[config.mk]
export PLATFORM = sky130hd
export DESIGN_NAME = mac_inverse_divider
export DESIGN_NICKNAME = d
export VERILOG_FILES = /design/src/rtl/mac_inverse_divider.sv
export SDC_FILE = /design/constraint.sdc
export NUM_CORES = 1
export LEC_CHECK = 0
export CORE_ASPECT_RATIO = 1.2
export CORE_MARGIN = 1.5
export CORE_UTILIZATION = 45
export CTS_BUF_LIST = sky130_fd_sc_hd__clkbuf_16
export DETAILED_ROUTE_END_ITERATION = 7
export PLACE_DENSITY = 0.68
export SLEW_MARGIN = 20
export SYNTH_ARGS = -nofsm -noshare
export SYNTH_HDL_FRONTEND = slang
export SYNTH_SLANG_ARGS = --single-unit
[constraint.sdc]
create_clock -name clk -period 5.5 [get_ports clk]
set_input_delay 0.825 -clock clk [delete_from_list [all_inputs] [get_ports clk]]
set_output_delay 0.825 -clock clk [all_outputs]
set_load 0.02 [all_outputs]
[src/rtl/mac_inverse_divider.sv]
// Inverse of the multiply-add stage: recovers A = (Y - C) / B with a bit-serial restoring divider.
// Optional `exact` output is enabled by defining MAC_INVERSE_EXACT_EN.
module mac_inverse_divider #(
  parameter int WIDTH     = 8,
  parameter int OUT_WIDTH = 16
) (
  input  logic                 clk,
  input  logic                 rst_n,
  input  logic                 in_valid,
  output logic                 in_ready,
  input  logic [OUT_WIDTH-1:0] Y,
  input  logic [WIDTH-1:0]     B,
  input  logic [WIDTH-1:0]     C,
  output logic                 out_valid,
  input  logic                 out_ready,
  output logic [OUT_WIDTH-1:0] Q,
  output logic [WIDTH-1:0]     R,
  output logic                 div_zero,
  output logic                 underflow,
  output logic                 overrange
`ifdef MAC_INVERSE_EXACT_EN
  ,output logic                exact
`endif
);

  localparam int CW = (OUT_WIDTH > 1) ? $clog2(OUT_WIDTH) : 1;

  typedef enum logic [1:0] {IDLE = 2'd0, SUB = 2'd1, DIV = 2'd2, DONE = 2'd3} state_t;

  state_t               state_r, state_s;
  logic [OUT_WIDTH-1:0] y_r, dvd_r, q_r;
  logic [WIDTH-1:0]     b_r, c_r, r_r;
  logic [WIDTH:0]       rem_r;
  logic [CW-1:0]        cnt_r;
  logic                 in_ready_r, out_valid_r, div_zero_r, underflow_r, overrange_r;
  logic [OUT_WIDTH-1:0] c_ext_s, d_s, dvd_next_s;
  logic                 underflow_s, div_zero_s, borrow_s;
  logic [WIDTH+1:0]     rem_shift_s;
  logic [WIDTH:0]       diff_s, rem_next_s;
`ifdef MAC_INVERSE_EXACT_EN
  logic                 exact_r;
`endif

  // Subtract/flag logic and one restoring-division step
  always_comb begin
    c_ext_s     = {{(OUT_WIDTH-WIDTH){1'b0}}, c_r};
    d_s         = y_r - c_ext_s;
    underflow_s = (y_r < c_ext_s);
    div_zero_s  = (b_r == {WIDTH{1'b0}});
    rem_shift_s = {rem_r, dvd_r[OUT_WIDTH-1]};
    borrow_s    = (rem_shift_s < {2'b00, b_r});
    // Without a borrow the difference is below B, so WIDTH+1 bits hold it
    diff_s      = rem_shift_s[WIDTH:0] - {1'b0, b_r};
    if (borrow_s) begin
      rem_next_s = rem_shift_s[WIDTH:0];
    end else begin
      rem_next_s = diff_s;
    end
    dvd_next_s  = {dvd_r[OUT_WIDTH-2:0], ~borrow_s};
  end

  // Next-state logic
  always_comb begin
    state_s = state_r;
    case (state_r)
      IDLE: begin
        if (in_valid && in_ready_r) state_s = SUB;
        else                        state_s = IDLE;
      end
      SUB: begin
        if (underflow_s || div_zero_s) state_s = DONE;
        else                           state_s = DIV;
      end
      DIV: begin
        if (cnt_r == {CW{1'b0}}) state_s = DONE;
        else                     state_s = DIV;
      end
      DONE: begin
        if (out_valid_r && out_ready) state_s = IDLE;
        else                          state_s = DONE;
      end
      default: state_s = IDLE;
    endcase
  end

  // State register
  always_ff @(posedge clk or negedge rst_n) begin
    if (!rst_n) state_r <= IDLE;
    else        state_r <= state_s;
  end

  // Operand capture, divider datapath and registered outputs
  always_ff @(posedge clk or negedge rst_n) begin
    if (!rst_n) begin
      y_r         <= '0;
      b_r         <= '0;
      c_r         <= '0;
      dvd_r       <= '0;
      rem_r       <= '0;
      cnt_r       <= '0;
      q_r         <= '0;
      r_r         <= '0;
      in_ready_r  <= 1'b0;
      out_valid_r <= 1'b0;
      div_zero_r  <= 1'b0;
      underflow_r <= 1'b0;
      overrange_r <= 1'b0;
`ifdef MAC_INVERSE_EXACT_EN
      exact_r     <= 1'b0;
`endif
    end else begin
      in_ready_r  <= (state_s == IDLE);
      // out_valid trails DONE entry by one cycle, giving the documented latencies
      out_valid_r <= (state_r == DONE) && !(out_valid_r && out_ready);
      case (state_r)
        IDLE: begin
          if (in_valid && in_ready_r) begin
            y_r <= Y;
            b_r <= B;
            c_r <= C;
          end
        end
        SUB: begin
          if (underflow_s || div_zero_s) begin
            q_r         <= '0;
            r_r         <= '0;
            div_zero_r  <= div_zero_s;
            underflow_r <= underflow_s;
            overrange_r <= 1'b0;
`ifdef MAC_INVERSE_EXACT_EN
            exact_r     <= 1'b0;
`endif
          end else begin
            dvd_r <= d_s;
            rem_r <= '0;
            cnt_r <= CW'(OUT_WIDTH-1);
          end
        end
        DIV: begin
          // Quotient bits shift into the vacated low end of the dividend register
          dvd_r <= dvd_next_s;
          rem_r <= rem_next_s;
          cnt_r <= cnt_r - CW'(1);
          if (cnt_r == {CW{1'b0}}) begin
            q_r         <= dvd_next_s;
            r_r         <= rem_next_s[WIDTH-1:0];
            div_zero_r  <= 1'b0;
            underflow_r <= 1'b0;
            overrange_r <= |dvd_next_s[OUT_WIDTH-1:WIDTH];
`ifdef MAC_INVERSE_EXACT_EN
            exact_r     <= (rem_next_s[WIDTH-1:0] == {WIDTH{1'b0}}) &&
                           !(|dvd_next_s[OUT_WIDTH-1:WIDTH]);
`endif
          end
        end
        DONE: begin
        end
        default: begin
        end
      endcase
    end
  end

  assign in_ready  = in_ready_r;
  assign out_valid = out_valid_r;
  assign Q         = q_r;
  assign R         = r_r;
  assign div_zero  = div_zero_r;
  assign underflow = underflow_r;
  assign overrange = overrange_r;
`ifdef MAC_INVERSE_EXACT_EN
  assign exact     = exact_r;
`endif

endmodule

==> impl_metrics.env, run 1 <==
export IMPL_track_usage_pct=20.2
export IMPL_cts_buffers=9
export IMPL_ys_warn_count=0
export IMPL_antenna_found_initial=0
export IMPL_rows=40
export IMPL_tritoncts="done"
export IMPL_hold_viol=0
export IMPL_drtIter0Drc=224
export IMPL_dp_hpwl_mm=7.14
export IMPL_ys_seq_area_share_pct=49.4
export IMPL_crit_arrival_ns=3.34
export IMPL_yosysUniqueCellTypes=60
export IMPL_grt_overflow=0
export IMPL_antenna_left=0
export IMPL_drive_gt1_share_pct=13.3
export IMPL_fin_skew_ns=0.00844
export IMPL_post_cts_setup_buffers=0
export IMPL_core_area_sq_um=10100
export IMPL_yosysMostFrequentCell="dfrtp_1"
export IMPL_ys_ff_latch=92
export IMPL_crit_fanout=27
export IMPL_setup_viol=0
export IMPL_p_leak_nw=2.48
export IMPL_grt_max_degree=63
export IMPL_path_clk_slew_ns=0.07
export IMPL_clockRootBuffer="clkbuf_16"
export IMPL_synthTopCellsByCount="dfrtp_1, mux2_2, inv_1"
export IMPL_fmax_ghz=0.327
export IMPL_ys_flop_type="dfrtp_1"
export IMPL_holdCritPathClass="in2async"
export IMPL_initial_core_util_pct=46.3
export IMPL_fin_crit_sh_pct=55.7
export IMPL_timing_final_ws_setup_ns=2.44
export IMPL_tightestPinTransition_ns=0.947
export IMPL_powerDensity_nw_per_um2=589
export IMPL_clock_sink_count=92
export IMPL_synth_top_area_share_pct=49.4
export IMPL_synthArstFlopShare_pct=100
export IMPL_syn_area_per_cell_sq_um=11.4
export IMPL_area_growth_pct=22.9
export IMPL_synth_edff_count=0
export IMPL_min_period_ns=3.06
export IMPL_grt_pass1_wl_mm=17.0
export IMPL_io_pins=65
export IMPL_status="complete, no violations"
export IMPL_dpl_cell_count=584
export IMPL_cts_buffer_depth=2
export IMPL_relSlewSlack_pct=36.9
export IMPL_ctsResizeCount=0
export IMPL_holdBufCountCts=0
export IMPL_dieArea_sq_um=11000
export IMPL_die_h_um=114
export IMPL_cap_violations=0
export IMPL_cp_required_ns=5.78
export IMPL_slew_viol_final=0
export IMPL_worstSetupPathType="reg2reg"
export IMPL_peakVddDrop_mv=0.234
export IMPL_drc_errors=0
export IMPL_viasPerCell=5.54
export IMPL_die_width_um=95.9
export IMPL_clock_latency_ns=0.34
export IMPL_synth_fp_nets=467
export IMPL_end_kind="flip-flop"
export IMPL_synth_area_leader_cell="dfrtp_1"
export IMPL_num_vias=3324
export IMPL_rsz0062_at_grt="false"
export IMPL_syn_area_sq_um=4660
export IMPL_antenna_cells=0
export IMPL_syn_inst=407
export IMPL_routed_wl_mm=9.93
export IMPL_finalNonFillerCells=600
export IMPL_wl_per_cell_um=16.5
export IMPL_synth_area_top_cells="dfrtp_1, mux2_2, ha_1"
export IMPL_htree_num_levels=3
export IMPL_gp_congestion=0.859
export IMPL_setup_tns_ns=0
export IMPL_io_buffers=64
export IMPL_grt_pass1_vias=3384
export IMPL_dp_slack_ns=2.41
export IMPL_firstDrtPassIters=4
export IMPL_startpoint_type="flip-flop"
export IMPL_nets=529
## registers in the layout, indices dropped and copies added, names as in the netlist, 2 cells and up
name     count
state_r      2
b_r          8
y_r         16
dvd_r       16
c_r          8
rem_r        9
R            8
cnt_r        4
Q           16
## cells by family (layout without fill, tap and decap cells)
logic type / count (synthesis) / count (layout) / share of synthesized area [%]
AO/OA/AOI/OAI: 112 / 112 / 18.8
flip-flops: 92 / 92 / 49.4
AND/OR/NAND/NOR: 82 / 82 / 8.78
buffers and inverters: 43 / 110 / 4.19
multiplexers: 37 / 37 / 8.81
adder cells (fa/ha/maj): 24 / 24 / 6.77
XOR/XNOR: 17 / 17 / 3.20
## per-stage QoR
step           total power [mW]  util (%)  hold slack [ns]  area (sq um)
6_report                   3.37      56.9            0.404          5720
5_1_grt                    3.64      56.9            0.437          5720
4_1_cts                    3.39      56.9            0.413          5720
3_5_place_dp               2.66      53.5            0.473          5380
3_3_place_gp               2.62      53.5            0.474          5380
2_1_floorplan              2.31         -            0.453          4660
## cells in the final DEF (no fill, tap or decap), drive strengths merged, types with 4 or more instances in the layout
| cell type | count |
|---|---|
| ha | 22 |
| dfrtp | 92 |
| clkdlybuf4s50 | 63 |
| a211oi | 4 |
| a21oi | 12 |
| mux2i | 5 |
| nor4 | 6 |
| nor2 | 20 |
| a32o | 7 |
| o21ai | 22 |
| clkbuf | 9 |
| nand2b | 14 |
| nor3 | 6 |
| a221o | 8 |
| mux2 | 32 |
| buf | 4 |
| nand3 | 4 |
| a21o | 4 |
| o2bb2ai | 6 |
| nand2 | 21 |
| inv | 27 |
| a22o | 17 |
| xnor2 | 14 |
| a32oi | 6 |
## layer usage
metal  routed length (um)  part of all wire (%)  GRT usage (%)
met1                 4740                    48           28.4
met2                 4630                    47           30.8
met3                  344                   3.5           3.59
met4                  211                   2.1           7.84
met5                    0                     0              0
## layout make-up
class | instances | area, sq um
fillers | 879 | 4340
flip-flops and latches | 92 | 2300
multi-input cells | 272 | 2160
repair buffers | 67 | 661
clock buffers | 9 | 225
well taps | 126 | 158
clock inverters | 7 | 115
inverters | 27 | 101
## final timing paths
path | from | to | slack [ns] | cells after the start
worst max-delay path | y_r[0] | Q[9] | 2.44 | 9
worst min-delay path | rst_n | R[7] | 0.40 | 1
worst max register to register | y_r[0] | Q[9] | 2.44 | 9
worst min register to register | cnt_r[0] | cnt_r[0] | 0.49 | 1
max in group asynchronous | rst_n | y_r[13] | 4.00 | 2
min in group clk | cnt_r[0] | cnt_r[0] | 0.49 | 1
## power breakdown
| group | total, mW | switching, mW | internal (mW) |
|---|---|---|---|
| sequential | 1.09 | 0.192 | 0.898 |
| clock | 0.700 | 0.257 | 0.442 |
| combinational | 1.58 | 0.873 | 0.706 |
## worst max-delay path: stages (launching register included)
cell and delay (ns):
dfrtp_1 0.34, inv_1 0.05, ha_1 0.21, fa_1 0.40
nand2b_1 0.21, a211oi_2 0.44, o211ai_2 0.20, nand2_2 0.14
a21o_1 0.73, a22o_1 0.27
Note: power is estimated with default switching activity, not from simulation.
==> run 2, diff against run 1 <==
clock period = 3.2 ns   (was 5.5 ns; I/O delays follow)
==> impl_metrics.env, run 2 (synthesis gave the netlist of run 1 again) <==
export IMPL_io_pins=65
export IMPL_status="complete, no violations"
export IMPL_htree_num_levels=3
export IMPL_p_leak_nw=2.49
export IMPL_intPower_mw=3.39
export IMPL_r2r_cells=9
export IMPL_cp_required_ns=3.48
export IMPL_tritoncts="done"
export IMPL_rsz0062_at_grt="false"
export IMPL_nets=535
export IMPL_mostFrequentLayoutCell="dfrtp_1"
export IMPL_drive_gt1_share_pct=14.4
export IMPL_gp_congestion=0.874
export IMPL_power_frac_seq_pct=32.9
export IMPL_fmax_ghz=0.356
export IMPL_antenna_cells=0
export IMPL_relSlewSlack_pct=41.4
export IMPL_cts_buffer_depth=2
export IMPL_antenna_left=0
export IMPL_post_cts_setup_buffers=0
export IMPL_area_growth_pct=22.8
export IMPL_setup_viol=0
export IMPL_grt_pass1_vias=3538
export IMPL_fin_crit_sh_pct=87.8
export IMPL_clockRootBuffer="clkbuf_16"
export IMPL_holdBufCountCts=0
export IMPL_drc_errors=0
export IMPL_firstDrtPassIters=4
export IMPL_finish_utilization_pct=56.9
export IMPL_dieArea_sq_um=11000
export IMPL_timing_rr_start="y_r[0]"
export IMPL_clock_latency_ns=0.35
export IMPL_power_frac_comb_pct=48.4
export IMPL_reg2reg_to="Q[12]"
export IMPL_dp_hpwl_mm=7.44
export IMPL_crit_fanout=27
export IMPL_power_total_mw=5.69
export IMPL_track_usage_pct=20.6
export IMPL_min_period_ns=2.81
export IMPL_viasPerCell=5.60
export IMPL_postPlaceCellArea_sq_um=5430
export IMPL_clock_sink_count=92
export IMPL_holdWs_ns=0.108
export IMPL_ff2ff_setup_slack_ns=0.39
export IMPL_drtIter0Drc=165
export IMPL_fill_cells=869
export IMPL_crit_arrival_ns=3.09
export IMPL_switching_power_mw=2.30
export IMPL_holdCritPathClass="in2async"
export IMPL_worstSetupPathType="reg2reg"
export IMPL_antenna_found_initial=0
export IMPL_io_buffers=64
export IMPL_setup_tns_ns=0
export IMPL_cts_buffers=9
export IMPL_die_width_um=95.9
export IMPL_path_clk_slew_ns=0.07
export IMPL_routed_wl_mm=10.1
export IMPL_initial_core_util_pct=46.3
export IMPL_p_sw_share_pct=40.4
export IMPL_startpoint_type="flip-flop"
export IMPL_core_area_sq_um=10100
export IMPL_fin_area_sq_um=5720
export IMPL_cap_violations=0
export IMPL_tightestPinTransition_ns=0.880
export IMPL_grt_pass1_wl_mm=17.4
export IMPL_grt_overflow=0
export IMPL_slew_viol_final=0
export IMPL_grt_max_degree=42
export IMPL_end_kind="flip-flop"
export IMPL_ctsResizeCount=0
export IMPL_rows=40
export IMPL_peakVddDrop_mv=0.509
export IMPL_hold_viol=0
export IMPL_final_cell_mix="dfrtp_1, clkdlybuf4s50_1, mux2_2"
export IMPL_clockPowerShare_pct=18.6
export IMPL_wl_per_cell_um=16.7
export IMPL_num_vias=3395
export IMPL_powerDensity_nw_per_um2=995
export IMPL_fin_skew_ns=0.00624
export IMPL_die_h_um=114
==> run 2: changes by cell type in the layout (fill, tap and decap cells not counted), sizes merged <==
cell / change
clkinv: -1
bufinv: -2
inv: +2
buf: +6
clkinvlp: +1
==> run 2: area by class of cell <==
| class | instances | area (sq um) | area share [%] |
|---|---|---|---|
| clock buffers | 9 | 225 | 3.94 |
| clock inverters | 7 | 67.6 | 1.18 |
| inverters | 27 | 101 | 1.77 |
| multi-input cells | 272 | 2160 | 37.8 |
| flip-flops and latches | 92 | 2300 | 40.2 |
| well taps | 126 | 158 | 2.76 |
| repair buffers | 73 | 706 | 12.3 |
==> run 2: power by group through the flow <==
stage,logic [mW],registers (mW),clock network (mW)
2_1_floorplan,2.17,1.80,0
4_1_cts,2.76,1.88,1.08
5_1_grt,3.08,1.94,1.12
3_5_place_dp,2.73,1.90,0
3_3_place_gp,2.67,1.88,0
6_report,2.76,1.87,1.06
==> run 2: per-layer routing <==
layer / GRT usage, % / wire [um] / vias up
li1: - / - / 1641
met1: 28.6 / 4660 / 1649
met2: 32.4 / 4850 / 91
met3: 3.39 / 418 / 14
met4: 7.35 / 163 / 0
met5: 0 / 0 / -
==> run 2: worst max path at each step <==
stage / start / to / slack [ns] / depth (start not counted)
global placement: y_r[0] / Q[13] / 0.47 / 9
CTS: y_r[0] / Q[4] / 0.35 / 9
global route: y_r[0] / Q[14] / 0.18 / 9
finish: y_r[0] / Q[12] / 0.39 / 9
detailed placement: y_r[0] / Q[1] / 0.37 / 9
floorplan: dvd_r[15] / rem_r[0] / 0.72 / 10
==> run 2: worst max-delay path, stage by stage (launching register included) <==
cell and delay, ns:
dfrtp_1 0.34, inv_1 0.04, ha_1 0.21, fa_1 0.40
nand2b_1 0.21, a211oi_2 0.30, o211ai_2 0.18, nand2_2 0.12
a21o_1 0.67, a22o_1 0.26
==> run 2: per-stage QoR <==
stage,setup slack [ns],std cells
after floorplan,0.719,407
after global placement,0.470,590
after detailed placement,0.373,590
after CTS,0.348,606
after global routing,0.179,606
final,0.389,606
==> run 3, diff against run 2 <==
SETUP_SLACK_MARGIN = 0.4   (was unset)
==> impl_metrics.env, run 3 (synthesis gave the netlist of run 1 again) <==
export IMPL_timing_rr_start="y_r[7]"
export IMPL_mostFrequentLayoutCell="dfrtp_1"
export IMPL_grt_max_degree=42
export IMPL_clock_latency_ns=0.34
export IMPL_drive_gt1_share_pct=14.6
export IMPL_viasPerCell=5.63
export IMPL_setup_viol=0
export IMPL_routed_wl_mm=10.1
export IMPL_die_h_um=114
export IMPL_io_buffers=64
export IMPL_tightestPinTransition_ns=0.677
export IMPL_end_kind="flip-flop"
export IMPL_fin_area_sq_um=5730
export IMPL_num_vias=3414
export IMPL_nets=535
export IMPL_hold_viol=0
export IMPL_clockPowerShare_pct=18.6
export IMPL_p_sw_share_pct=40.3
export IMPL_antenna_left=0
export IMPL_fin_skew_ns=0.00468
export IMPL_status="complete, no violations"
export IMPL_intPower_mw=3.40
export IMPL_holdCritPathClass="in2async"
export IMPL_switching_power_mw=2.29
export IMPL_grt_pass1_wl_mm=17.4
export IMPL_cts_buffer_depth=2
export IMPL_crit_arrival_ns=2.86
export IMPL_antenna_cells=0
export IMPL_io_pins=65
export IMPL_setup_tns_ns=0
export IMPL_cap_violations=0
export IMPL_min_period_ns=2.63
export IMPL_slew_viol_final=0
export IMPL_path_clk_slew_ns=0.06
export IMPL_finish_utilization_pct=57.0
export IMPL_peakVddDrop_mv=0.508
export IMPL_core_area_sq_um=10100
export IMPL_clockRootBuffer="clkbuf_16"
export IMPL_cp_required_ns=3.43
export IMPL_p_leak_nw=2.49
export IMPL_area_growth_pct=23.0
export IMPL_power_total_mw=5.69
export IMPL_drc_errors=0
export IMPL_clock_sink_count=92
export IMPL_wl_per_cell_um=16.6
export IMPL_grt_overflow=0
export IMPL_rows=40
export IMPL_dieArea_sq_um=11000
export IMPL_crit_start="y_r[7]"
export IMPL_postPlaceCellArea_sq_um=5430
export IMPL_initial_core_util_pct=46.3
export IMPL_crit_fanout=27
export IMPL_final_cell_mix="dfrtp_1, clkdlybuf4s50_1, mux2_2"
export IMPL_fin_crit_sh_pct=82.1
export IMPL_worstSetupPathType="reg2reg"
export IMPL_drtIter0Drc=171
export IMPL_holdWs_ns=0.113
export IMPL_dp_hpwl_mm=7.44
export IMPL_post_cts_setup_buffers=0
export IMPL_antenna_found_initial=0
export IMPL_grt_pass1_vias=3532
export IMPL_tritoncts="done"
export IMPL_htree_num_levels=3
export IMPL_die_width_um=95.9
export IMPL_gp_congestion=0.874
export IMPL_relSlewSlack_pct=54.7
export IMPL_rsz0062_at_grt="true"
export IMPL_powerDensity_nw_per_um2=993
export IMPL_power_frac_seq_pct=32.9
export IMPL_power_frac_comb_pct=48.5
export IMPL_cts_buffers=9
export IMPL_track_usage_pct=20.6
export IMPL_fmax_ghz=0.381
export IMPL_firstDrtPassIters=5
export IMPL_startpoint_type="flip-flop"
-- run 3: cell count changes in the layout (fill, tap and decap cells not counted) --
| cell | change |
|---|---|
| a21o_2 | +1 |
| o21ai_2 | -1 |
| o21ai_4 | +1 |
| a21o_1 | -1 |
| o21ai_1 | +1 |
| o21ai_0 | -1 |
-- run 3: critical path: stages, from the launching register on --
cell and delay (ns):
dfrtp_1 0.38, ha_1 0.43, a2111oi_4 0.40, o2111ai_1 0.22, o211ai_2 0.29, nand2_2 0.11, a21o_2 0.38, a22o_1 0.30
-- run 3: cell type report --
type                            count  area, sq um
Fill cell                         867         4330
Sequential cell                    92         2300
Multi-Input combinational cell    272         2170
Timing Repair Buffer               73          706
Clock buffer                        9          225
Tap cell                          126          158
Inverter                           27          101
Clock inverter                      7         67.6
-- run 3: repair_timing --
action                     in CTS  in global routing
hold buffers                    0                  0
setup endpoints to repair      17                 18
resized for setup               1                  2
-- run 3: power groups by stage --
stage                     clock (mW)  sequential (mW)  combinational, mW
after floorplan                    0             1.80               2.17
after global placement             0             1.88               2.67
after detailed placement           0             1.90               2.73
after CTS                       1.08             1.88               2.76
after global routing            1.12             1.94               3.09
final                           1.06             1.87               2.76
-- run 3: routing by layer --
| metal | part of all wire (%) | track usage (%) | up-vias |
|---|---|---|---|
| met4 | 2.0 | 7.35 | 0 |
| met5 | 0 | 0 | - |
| met3 | 4.0 | 3.39 | 17 |
| met1 | 47 | 28.5 | 1662 |
| met2 | 47 | 32.4 | 94 |
| li1 | - | - | 1641 |
-- run 3: worst paths after layout --
| path | end | depth (start not counted) | slack [ns] |
|---|---|---|---|
| max in group asynchronous | y_r[7] | 2 | 2.32 |
| setup reg to reg | Q[12] | 7 | 0.57 |
| hold reg to reg | cnt_r[0] | 1 | 0.49 |
| setup / recovery | Q[12] | 7 | 0.57 |
| min in group clk | cnt_r[0] | 1 | 0.49 |
| hold / removal | R[7] | 1 | 0.11 |
-- run 3: through the flow --
stage,setup slack (ns),cells
finish,0.573,606
global route,0.385,606
floorplan,0.719,407
detailed placement,0.373,590
CTS,0.491,606
global placement,0.470,590
